$ cat src/rtl/pacman_soc_pkg.sv
// ---------------------------------------------------------------------------
// pacman_soc_pkg
// Shared constants for the pacman SoC Avalon-MM peripherals.
// Holds the word offsets of the event-input register map so that software
// headers and every peripheral decode the same addresses.
// ---------------------------------------------------------------------------
package pacman_soc_pkg;

    localparam int          AVL_DATA_W   = 32;

    // Event-input register map (word offsets)
    localparam logic [1:0]  REG_DATA     = 2'd0;  // RO: synchronized inputs
    localparam logic [1:0]  REG_IRQ_MASK = 2'd1;  // RW: per-bit interrupt enable
    localparam logic [1:0]  REG_RSVD     = 2'd2;  // reads 0, writes dropped
    localparam logic [1:0]  REG_EDGE_CAP = 2'd3;  // R / write-1-to-clear

endpackage

$ cat src/rtl/pacman_soc_sync_bus.sv
// ---------------------------------------------------------------------------
// pacman_soc_sync_bus
// Multi-bit flop-chain synchronizer for asynchronous level inputs. Each bit
// is synchronized independently; no cross-bit coherence is implied.
//
// Ports
//   clk      in   clock, rising edge
//   reset    in   synchronous active-high reset, clears every stage
//   i_async  in   [WIDTH]  asynchronous inputs
//   o_sync   out  [WIDTH]  output of the final stage
// ---------------------------------------------------------------------------
module pacman_soc_sync_bus #(
    parameter int WIDTH       = 8,
    parameter int SYNC_STAGES = 2
) (
    input  logic             clk,
    input  logic             reset,
    input  logic [WIDTH-1:0] i_async,
    output logic [WIDTH-1:0] o_sync
);

    logic [SYNC_STAGES-1:0][WIDTH-1:0] r_chain;

    always_ff @(posedge clk) begin
        if (reset) begin
            r_chain <= '0;
        end else begin
            r_chain[0] <= i_async;
            for (int i = 1; i < SYNC_STAGES; i++) begin
                r_chain[i] <= r_chain[i-1];
            end
        end
    end

    assign o_sync = r_chain[SYNC_STAGES-1];

endmodule

$ cat src/rtl/pacman_soc_event_in.sv
// ---------------------------------------------------------------------------
// pacman_soc_event_in
// Avalon-MM event-input peripheral: synchronizes asynchronous game events,
// latches rising edges into a sticky EDGE_CAPTURE register and raises a
// level interrupt when any captured, unmasked bit is set.
//
// Ports
//   clk         in   clock, rising edge
//   reset       in   synchronous active-high reset
//   address     in   [2]   word address (DATA, IRQ_MASK, RSVD, EDGE_CAPTURE)
//   chipselect  in   slave select
//   write_n     in   active-low write strobe
//   writedata   in   [32]  write data
//   readdata    out  [32]  combinational read data, zero-extended
//   in_port     in   [WIDTH] asynchronous event inputs
//   irq         out  registered |(EDGE_CAPTURE & IRQ_MASK)
// ---------------------------------------------------------------------------
module pacman_soc_event_in #(
    parameter int WIDTH       = 8,
    parameter int SYNC_STAGES = 2
) (
    input  logic             clk,
    input  logic             reset,
    input  logic [1:0]       address,
    input  logic             chipselect,
    input  logic             write_n,
    input  logic [31:0]      writedata,
    output logic [31:0]      readdata,
    input  logic [WIDTH-1:0] in_port,
    output logic             irq
);

    import pacman_soc_pkg::*;

    logic [WIDTH-1:0]      w_sync;
    logic [WIDTH-1:0]      w_rise;
    logic [WIDTH-1:0]      w_clr;
    logic                  w_wr;
    logic [AVL_DATA_W-1:0] w_rdata;
    logic                  w_unused_wdata;

    logic [WIDTH-1:0]      r_prev;
    logic [WIDTH-1:0]      r_mask;
    logic [WIDTH-1:0]      r_cap;
    logic                  r_irq;

    pacman_soc_sync_bus #(
        .WIDTH       (WIDTH),
        .SYNC_STAGES (SYNC_STAGES)
    ) u_sync (
        .clk     (clk),
        .reset   (reset),
        .i_async (in_port),
        .o_sync  (w_sync)
    );

    assign w_wr   = chipselect & ~write_n;
    assign w_rise = w_sync & ~r_prev;

    // Upper writedata bits beyond WIDTH carry no meaning for this block.
    assign w_unused_wdata = ^writedata;

    always_comb begin
        w_clr = '0;
        if (w_wr && (address == REG_EDGE_CAP)) begin
            w_clr = writedata[WIDTH-1:0];
        end
    end

    always_ff @(posedge clk) begin
        if (reset) begin
            r_prev <= '0;
            r_mask <= '0;
            r_cap  <= '0;
            r_irq  <= 1'b0;
        end else begin
            r_prev <= w_sync;
            // Clear is applied first so a coincident edge re-sets the bit.
            r_cap  <= (r_cap & ~w_clr) | w_rise;
            if (w_wr && (address == REG_IRQ_MASK)) begin
                r_mask <= writedata[WIDTH-1:0];
            end
            // Built from the current registers, so irq trails them by a cycle.
            r_irq  <= |(r_cap & r_mask);
        end
    end

    always_comb begin
        w_rdata = '0;
        case (address)
            REG_DATA:     w_rdata[WIDTH-1:0] = w_sync;
            REG_IRQ_MASK: w_rdata[WIDTH-1:0] = r_mask;
            REG_EDGE_CAP: w_rdata[WIDTH-1:0] = r_cap;
            default:      w_rdata            = '0;
        endcase
    end

    assign readdata = w_rdata;
    assign irq      = r_irq;

endmodule

$ cat config.mk
export PLATFORM = sky130hd
export DESIGN_NAME = pacman_soc_event_in
export DESIGN_NICKNAME = d
export VERILOG_FILES = /design/src/rtl/pacman_soc_pkg.sv /design/src/rtl/pacman_soc_sync_bus.sv /design/src/rtl/pacman_soc_event_in.sv
export SDC_FILE = /design/constraint.sdc
export NUM_CORES = 1
export LEC_CHECK = 0
export ABC_AREA = 1
export CAP_MARGIN = 15
export CORE_MARGIN = 5
export CORE_UTILIZATION = 45
export CTS_BUF_LIST = sky130_fd_sc_hd__clkbuf_4 sky130_fd_sc_hd__clkbuf_8
export DETAILED_ROUTE_END_ITERATION = 12
export HOLD_SLACK_MARGIN = 0.03
export PLACE_DENSITY = 0.87
export SLEW_MARGIN = 40
export SYNTH_ARGS = -nofsm -noshare
export SYNTH_HDL_FRONTEND = slang
export SYNTH_HIERARCHICAL = 1
export SYNTH_SLANG_ARGS = --single-unit
export TNS_END_PERCENT = 1
$ cat constraint.sdc
create_clock -name clk -period 2.2 [get_ports clk]
set_clock_uncertainty 0.1 [all_clocks]
set_input_delay 0.33 -clock clk [delete_from_list [all_inputs] [get_ports clk]]
set_output_delay 0.33 -clock clk [all_outputs]
set_load 0.005 [all_outputs]
## Yosys cells after proc, flatten, opt, wreduce, memory -nomap -nowiden

Cells that the tools add are included.

| cells by class | value |
|---|---|
| equality and inequality tests | 2 |
| mux-type cells | 2 |
| bitwise operators | 8 |
| reduce and logical (&&, ||, !) cells | 4 |

Operator list:

| cell | count |
|---|---|
| $and A8 B8 Y8 | 3 |
| $pmux W8 S3 | 1 |
| $not A8 Y8 | 2 |
| $mux W8 | 1 |
| $or A8 B8 Y8 | 1 |
| $reduce_or A8 Y1 | 1 |
| $eq A2 B1 Y1 const B | 1 |
| $eq A2 B2 Y1 const B | 1 |
| $logic_and A1 B1 Y1 | 2 |
| $logic_not A2 Y1 | 1 |
| $and A1 B1 Y1 | 1 |
| $not A1 Y1 | 1 |

| storage, ports and cells | value |
|---|---|
| flip-flop bits (word level) | 41 |
| input port bits | 46 |
| output and inout bits | 33 |
| word-level logic and storage cells | 22 |

## Logic depth before layout (Yosys ltp)

Gate-level depths: netlist of run 1.

| depth | value |
|---|---|
| word-level depth | 7 |
| gate-level depth with buffers | 7 |
| mapped depth without buffers | 6 |

## Modules after synthesis

The synthesis of run 1 kept the hierarchy.

Modules (own cells, without submodules):

| module | times used | cells an instance | area an instance (um^2) | seq. area each (um^2) |
|---|---|---|---|---|
| pacman_soc_event_in | 1 | 209 | 1,338.8 | 500.5 |
| pacman_soc_sync_bus | 1 | 58 | 534.3 | 320.3 |

## Least setup slack after synthesis of run 1

Ideal clock, no wire load.

| path | value |
|---|---|
| path type | input-to-output |
| from | in address[1] |
| to | out readdata[0] |
| arrival time | 0.796 ns |
| data required time | 1.770 ns |
| setup slack | 0.974 ns |
| stages | 3 |
| path buffers | 0 |
| cells stage by stage | nor2_1 nand2_1 nand3_1 |

| between the ends | value |
|---|---|
| cells in the longest elaborated chain, start to end | 2 |
| elaborated cells between the ends (all ways) | 4 |
| classes of those cells | 2 x eq/ne; 1 x mux; 1 x reduce/logical |

Ends and longest elaborated chain:

| item | RTL line | text |
|---|---|---|
| start: declaration | pacman_soc_event_in.sv:24 | `input logic [1:0] address,` |
| $eq A2 B2 Y1 (tied with other cells) | pacman_soc_event_in.sv:90 | `case (address)` |
| $pmux W8 S3 (*) | pacman_soc_event_in.sv:90 |  |
| end: declaration | pacman_soc_event_in.sv:28 | `output logic [31:0] readdata,` |

Mark *: on every way between the ends. The rest lies on a longest branch, timed or not.

## Final worst setup path of run 1

| path | value |
|---|---|
| from | in address[1] |
| to | out readdata[1] |

Same word-level chain as after synthesis.

==> results.md, run 1 <==
- Clock network power share: between 30% and 40%
- Number of top-level design ports: about 80
- Layout cells sized above 1: about 8.7%
- Number of distinct library cells after synthesis: 15
- Top cell by count, worst path: sky130_fd_sc_hd__clkdlybuf4s50_1
- Busiest layer in global routing: met2
- Net switching share of the total power: between 20 and 25%
- Worst path arrival time: 1690 ps
- Tcrit/Tclk final: ~96%
- Clk Latency, worst-skew pair: between 200 and 300 ps
- Critical path destination: readdata[1]
- Area grow syn2layout: 17.5%
- Required time reported for the critical path endpoint: around 1800 ps
- Utilization after layout: a little over half
- Number of hold violations in the final report: 0
- Sink count of the clock tree: slightly above 40
- M1 GR Usage: between 10% and 20%
- Number of buffers on the longest clock path: 2
- TritonCTS clock tree: yes
- Initial Util: 46.5%
- Final antenna diode count: 0
- Post-detailed-placement half-perimeter wirelength: ~2500 um
- Clock period minus worst slack: ~2100 ps
- Syn Inst Count: around 270
- NumNets Final: between 300 and 400
- Compound-cell area share of the yosys netlist: less than 1%
- Setup crit start kind: input pin
- Row Count: 23
- Dominant combinational cell family by area after synthesis: simple AND/OR/NAND/NOR gates
- Length in cells of the worst reg-to-reg path: 4
- Standby leakage power: between 1 and 1.5 nW
- Outcome: complete, no violations
- Sequential area share after synthesis: between 40% and 50%
- Area of all placed cells without fillers: approximately 2200 um^2
- Largest delay share family, worst path: buffers and inverters
- CP bufs+invs: 4
- Setup violation total in the final timing report: 0
- Final GP Congestion: between 0.7 and 0.8
- Total negative slack for setup checks: 0 ps
- Max Clk Rate: roughly 470 MHz
- Routed WL per cell: 9.70 um
- Die boundary width: roughly 75 um
- Number of fill cells: 389
- Critical-path cell list: clkdlybuf4s50_1 -> inv_1 -> nand2_2 -> clkinvlp_4 -> nand2_1 -> nand3_1 -> clkdlybuf4s50_1
- Vertical die dimension: 74.5 um
- Crit end category: output pin
- Placement Cell Area: 2070 um^2
- Total DRC errors in the routed layout: 0
- Synthesized area per cell: 7.02 um^2
- Tightest Hold Check Type: register to register
- Antenna violations before repair: 0
- Total global-route track usage: approximately an eighth
- Maximum number of pins on one net before global-route repair: 17
- Pwr/cell area: 654 nW/um^2
- Quantity of I/O buffers inserted on ports: 30
- Internal cell power: 1.11 mW
- DRT iter0 DRCs: 111
- Total of flip-flops plus latches after synthesis: between 40 and 50
- Commonest cells after routing, fill and taps aside: 70 x sky130_fd_sc_hd__nand2_1, 43 x sky130_fd_sc_hd__inv_1, 41 x sky130_fd_sc_hd__nor2_1, 41 x sky130_fd_sc_hd__dfxtp_1
- Core Footprint: between 4000 and 5000 um^2
- Routing usage on met3: around 4.5%
- Warnings from Yosys: 6
- Reg-to-reg slack, setup: between 1000 and 1500 ps
- Crit Path Category: input pin to output pin
- Area of the die: 5550 um^2
- Number of max-cap violations: 0
- Crit path depth: 7
- Via count of the first global-routing pass: between 1k and 1.5k
- Adder and majority cell fraction of the synthesized area: 0%
- Worst R2R End: irq
- Vias per std cell: a little over 4
- XOR/XNOR share of the synthesized area: 0%
- Max Fanout on Critical Path: 4
- Total via count in the routed design: approximately 1.4k
- Area fraction in and, or, nand and nor cells after synthesis: about 31%
- Clock buffer count from CTS: 5
- Combinational share of power: 11.0%
- Setup crit start: address[1]
- Power share of the sequential group: 54.9%
- Tightest Pin Transition: about 520 ps
- Clock Tree Root: sky130_fd_sc_hd__clkbuf_8
- Synth Cell Area: 1870 um^2
- Count of H-tree levels built during CTS: 2
- Critical path's slowest cell: sky130_fd_sc_hd__clkdlybuf4s50_1
- Largest incremental delay on the critical path: 500 ps
- Total congestion overflow after global routing: 0
- Post-route ant nets: 0
- Routed WL: roughly 3400 um
- Met2 GRT Util: around 20%
- Most common cell after layout, fill and taps aside: sky130_fd_sc_hd__nand2_1
- VDD IR-drop max: around 240 uV
- Power dissipated by switching net loads: 327 uW
- Number of search-and-repair iterations in the first detailed-routing pass: 4
- Reg-to-reg startpoint: r_mask[0]
- Register clock-pin slew on the reported worst setup and hold paths: ~60 ps
- Wire length of the first global-routing pass: roughly 5200 um
- Slew headroom: between 60% and 70%
- Fraction of synthesized area in multiplexers: 0%
- Pins over their slew limit: 0
[layout make-up]
cell class	instances	area [um^2]	share of cell area, %
clock buffer	7	90.1	4.09
timing repair buffer	41	378	17.2
multi-input combinational	165	668	30.4
tap	50	62.6	2.84
sequential	41	821	37.3
inverter	46	181	8.24
[registers in the layout, summed over array words and instances (netlist names)]
register,count
r_cap,8
r_mask,8
r_prev,8
u_sync/o_sync,8
u_sync/r_chain,8
irq,1
[Yosys cell counts, drive strengths merged]
| library cell | number | share of area, % |
|---|---|---|
| nand2 | 71 | 14 |
| inv | 46 | 9.2 |
| nor2 | 45 | 9.8 |
| dfxtp | 41 | 44 |
| buf | 38 | 16 |
| nand3 | 24 | 6.4 |
| a21oi | 1 | 0.27 |
| conb | 1 | 0.20 |
[layer usage]
layer	vias up	routed length (um)
met2	57	1580
li1	783	-
met3	9	282
met5	-	0
met4	0	89
met1	589	1450
[how the worst min path moves through the flow]
stage	start	to	slack (ps)	cells after the start
floorplan	u_sync/r_chain[0]	u_sync/o_sync[0]	290	2
global placement	u_sync/r_chain[6]	u_sync/o_sync[6]	290	2
detailed placement	u_sync/r_chain[1]	u_sync/o_sync[1]	290	2
CTS	u_sync/r_chain[1]	u_sync/o_sync[1]	300	2
global route	u_sync/r_chain[7]	u_sync/o_sync[7]	330	2
finish	u_sync/r_chain[3]	u_sync/o_sync[3]	300	2
[kinds of logic after synthesis]
logic type,after synthesis
AOI/OAI and AO/OA,1
buffers and inverters,84
DFF,41
other,1
and+or+nand+nor,140
[metrics by stage]
stage / worst slack (ps) / total power [mW] / hold slack [ps] / cells
6_report: 77.5 / 1.44 / 302 / 350
5_1_grt: -5.81 / 1.51 / 327 / 350
4_1_cts: -25.5 / 1.45 / 305 / 345
3_5_place_dp: -82.4 / 0.959 / 295 / 338
3_3_place_gp: -53.8 / 0.954 / 292 / 338
2_1_floorplan: 974 / 0.926 / 288 / 290
[power groups by stage]
stage	Clock, mW	Combinational, mW	Sequential [mW]
finish	0.491	0.158	0.790
global route	0.535	0.179	0.792
CTS	0.508	0.151	0.790
detailed placement	0	0.152	0.806
global placement	0	0.149	0.805
floorplan	0	0.124	0.801
[worst min-delay path: stages, from the launching register on]
cell and delay [ps]:
sky130_fd_sc_hd__dfxtp_1 300, sky130_fd_sc_hd__inv_1 40, sky130_fd_sc_hd__nor2_1 30
[timing repair]
action | CTS | global route
setup buffers | 0 | 5
hold buffers | 0 | 0
resized for setup | 8 | 2
setup endpoints to repair | 8 | 2
pin swaps | 0 | 0
Note: power is estimated with default switching activity, not from simulation.
==> run 2, diff against run 1 <==
- CTS_CLUSTER_DIAMETER: not set -> 80
==> results of run 2 <==
No change in the layout: final DEF, timing and power equal those of run 1.
==> run 3, diff against run 2 <==
- GPL_TIMING_DRIVEN: not set -> 0
==> results.md, run 3 (same netlist as run 1, synthesis figures left out) <==
- Outcome: complete, no violations
- Tightest Pin Transition: 519 ps (-2.21 ps)
- Antenna violations before repair: 0 (unchanged)
- Total DRC errors in the routed layout: 0 (unchanged)
- Required time reported for the critical path endpoint: 1770 ps (about the same)
- Core Footprint: 4030 um^2 (unchanged)
- Post-route ant nets: 0 (unchanged)
- DRT iter0 DRCs: 114 (+2.7%)
- Via count of the first global-routing pass: 1,307 (+5.9%)
- Total global-route track usage: 14.0% (+1.5 points)
- Vertical die dimension: 74.5 um (unchanged)
- Most common cell after layout, fill and taps aside: sky130_fd_sc_hd__nand2_1
- Tcrit/Tclk final: 94.0% (-2.5 points)
- Setup crit start kind: input pin
- Number of buffers on the longest clock path: 2 (unchanged)
- Unrepaired setup endpoints after global routing: no
- Final GP Congestion: 0.828 (+9.3%)
- Clk Latency, worst-skew pair: 290 ps (about the same)
- TritonCTS clock tree: yes
- Clock buffer count from CTS: 5 (unchanged)
- Total congestion overflow after global routing: 0 (unchanged)
- Max Fanout on Critical Path: 10 (+6)
- Total Power: 1.62 mW (+12%)
- Post-detailed-placement half-perimeter wirelength: 2660 um (+6.6%)
- Area of the die: 5550 um^2 (unchanged)
- Number of buffers inserted for hold repair after clock tree synthesis: 0 (unchanged)
- Worst path arrival time: 1640 ps (-50 ps)
- Number of hold violations in the final report: 0 (unchanged)
- Routed WL: 3560 um (+4.9%)
- NumNets Final: 373 (+7.8%)
- Tightest Hold Check Type: input pin to register
- Clock period minus worst slack: 2070 ps (-54.0 ps)
- Row Count: 23 (unchanged)
- Setup violation total in the final timing report: 0 (unchanged)
- Count of H-tree levels built during CTS: 2 (unchanged)
- Standby leakage power: 1.24 nW (+13%)
- Pins over their slew limit: 0 (unchanged)
- Clock Tree Root: sky130_fd_sc_hd__clkbuf_8
- Layout cells sized above 1: 17.1% (+8.4 points)
- Wire length of the first global-routing pass: 5830 um (+11%)
- Total via count in the routed design: 1,517 (+5.5%)
- Commonest cells after routing, fill and taps aside: 70 x sky130_fd_sc_hd__nand2_1, 43 x sky130_fd_sc_hd__inv_1, 41 x sky130_fd_sc_hd__dfxtp_1
- Crit Path Category: input pin to output pin
- VDD IR-drop max: 379 uV (+56%)
- Vias per std cell: 4.01 (-2.3%)
- Quantity of I/O buffers inserted on ports: 29 (-3.3%)
- Final antenna diode count: 0 (unchanged)
- Crit end category: output pin
- Maximum number of pins on one net before global-route repair: 13 (-4)
- Pwr/cell area: 660 nW/um^2 (+0.99%)
- Number of fill cells: 374 (-3.9%)
- Total negative slack for setup checks: 0 ps (unchanged)
- Number of max-cap violations: 0 (unchanged)
- Number of top-level design ports: 79 (unchanged)
- Register clock-pin slew on the reported worst setup and hold paths: 70 ps (about the same)
- Slew headroom: 65.3% (+0.15 points)
- Initial Util: 46.5% (unchanged)
- Max Clk Rate: 483 MHz (+2.6%)
- Die boundary width: 74.5 um (unchanged)
- Sink count of the clock tree: 41 (unchanged)
- Area grow syn2layout: 30.7%
- Routed WL per cell: 9.42 um (-2.9%)
- Number of search-and-repair iterations in the first detailed-routing pass: 5 (+1)
==> run 3: final timing paths <==
check | from | end | slack (ps) | cells past startpoint
worst max register to register | r_mask[6] | irq | 1290 | 4
worst min register to register | u_sync/r_chain[6] | u_sync/o_sync[6] | 300 | 2
worst min-delay path | reset | u_sync/o_sync[0] | 130 | 2
worst max-delay path | address[0] | readdata[6] | 130 | 7
==> run 3: final cells by class <==
| type | count | area (um^2) | share of cell area (%) |
|---|---|---|---|
| sequential | 41 | 821 | 33.5 |
| multi-input combinational | 165 | 676 | 27.6 |
| buffer | 38 | 302 | 12.3 |
| timing repair buffer | 30 | 295 | 12.1 |
| inverter | 46 | 173 | 7.05 |
| clock buffer | 7 | 90.1 | 3.68 |
| tap | 50 | 62.6 | 2.55 |
| clock inverter | 1 | 30.0 | 1.23 |
==> run 3: what timing repair did <==
item	in CTS	in global routing
buffers inserted	1	0
gates resized for setup	6	0
endpoints found under the hold margin	0	0
endpoints found under the setup margin	8	0
==> run 3: metal layers <==
metal	track usage, %	routed length, um	vias to the layer above
met5	0	0	-
met4	5.34	36	0
met3	5.14	282	4
met2	23.6	1780	51
met1	16.1	1470	620
li1	-	-	842
==> run 3: report_power, final <==
group / leakage, nW / internal, mW / switching [mW] / total [mW]
sequential: 0.336 / 0.773 / 0.0144 / 0.788
clock: 0.0619 / 0.382 / 0.249 / 0.631
combinational: 0.844 / 0.110 / 0.0887 / 0.199
total: 1.24 / 1.27 / 0.352 / 1.62
==> run 3: worst max-delay path, cell delays in order <==
cell and delay (ps):
sky130_fd_sc_hd__dlygate4sd2_1 310, sky130_fd_sc_hd__nand2_1 130, sky130_fd_sc_hd__inv_2 80, sky130_fd_sc_hd__buf_6 130, sky130_fd_sc_hd__nand2_1 60, sky130_fd_sc_hd__nand3_1 90
sky130_fd_sc_hd__clkdlybuf4s50_1 500
==> run 3: stage by stage <==
stage | setup slack [ps] | cells | utilization (%) | hold slack [ps] | instance area [um^2]
after floorplan | 974 | 290 | - | 288 | 1960
after global placement | -193 | 369 | 57.4 | 291 | 2310
after detailed placement | -224 | 369 | 57.4 | 295 | 2310
after CTS | 170 | 378 | 60.8 | 119 | 2450
after global routing | 56.0 | 378 | 60.8 | 113 | 2450
final | 132 | 378 | 60.8 | 128 | 2450
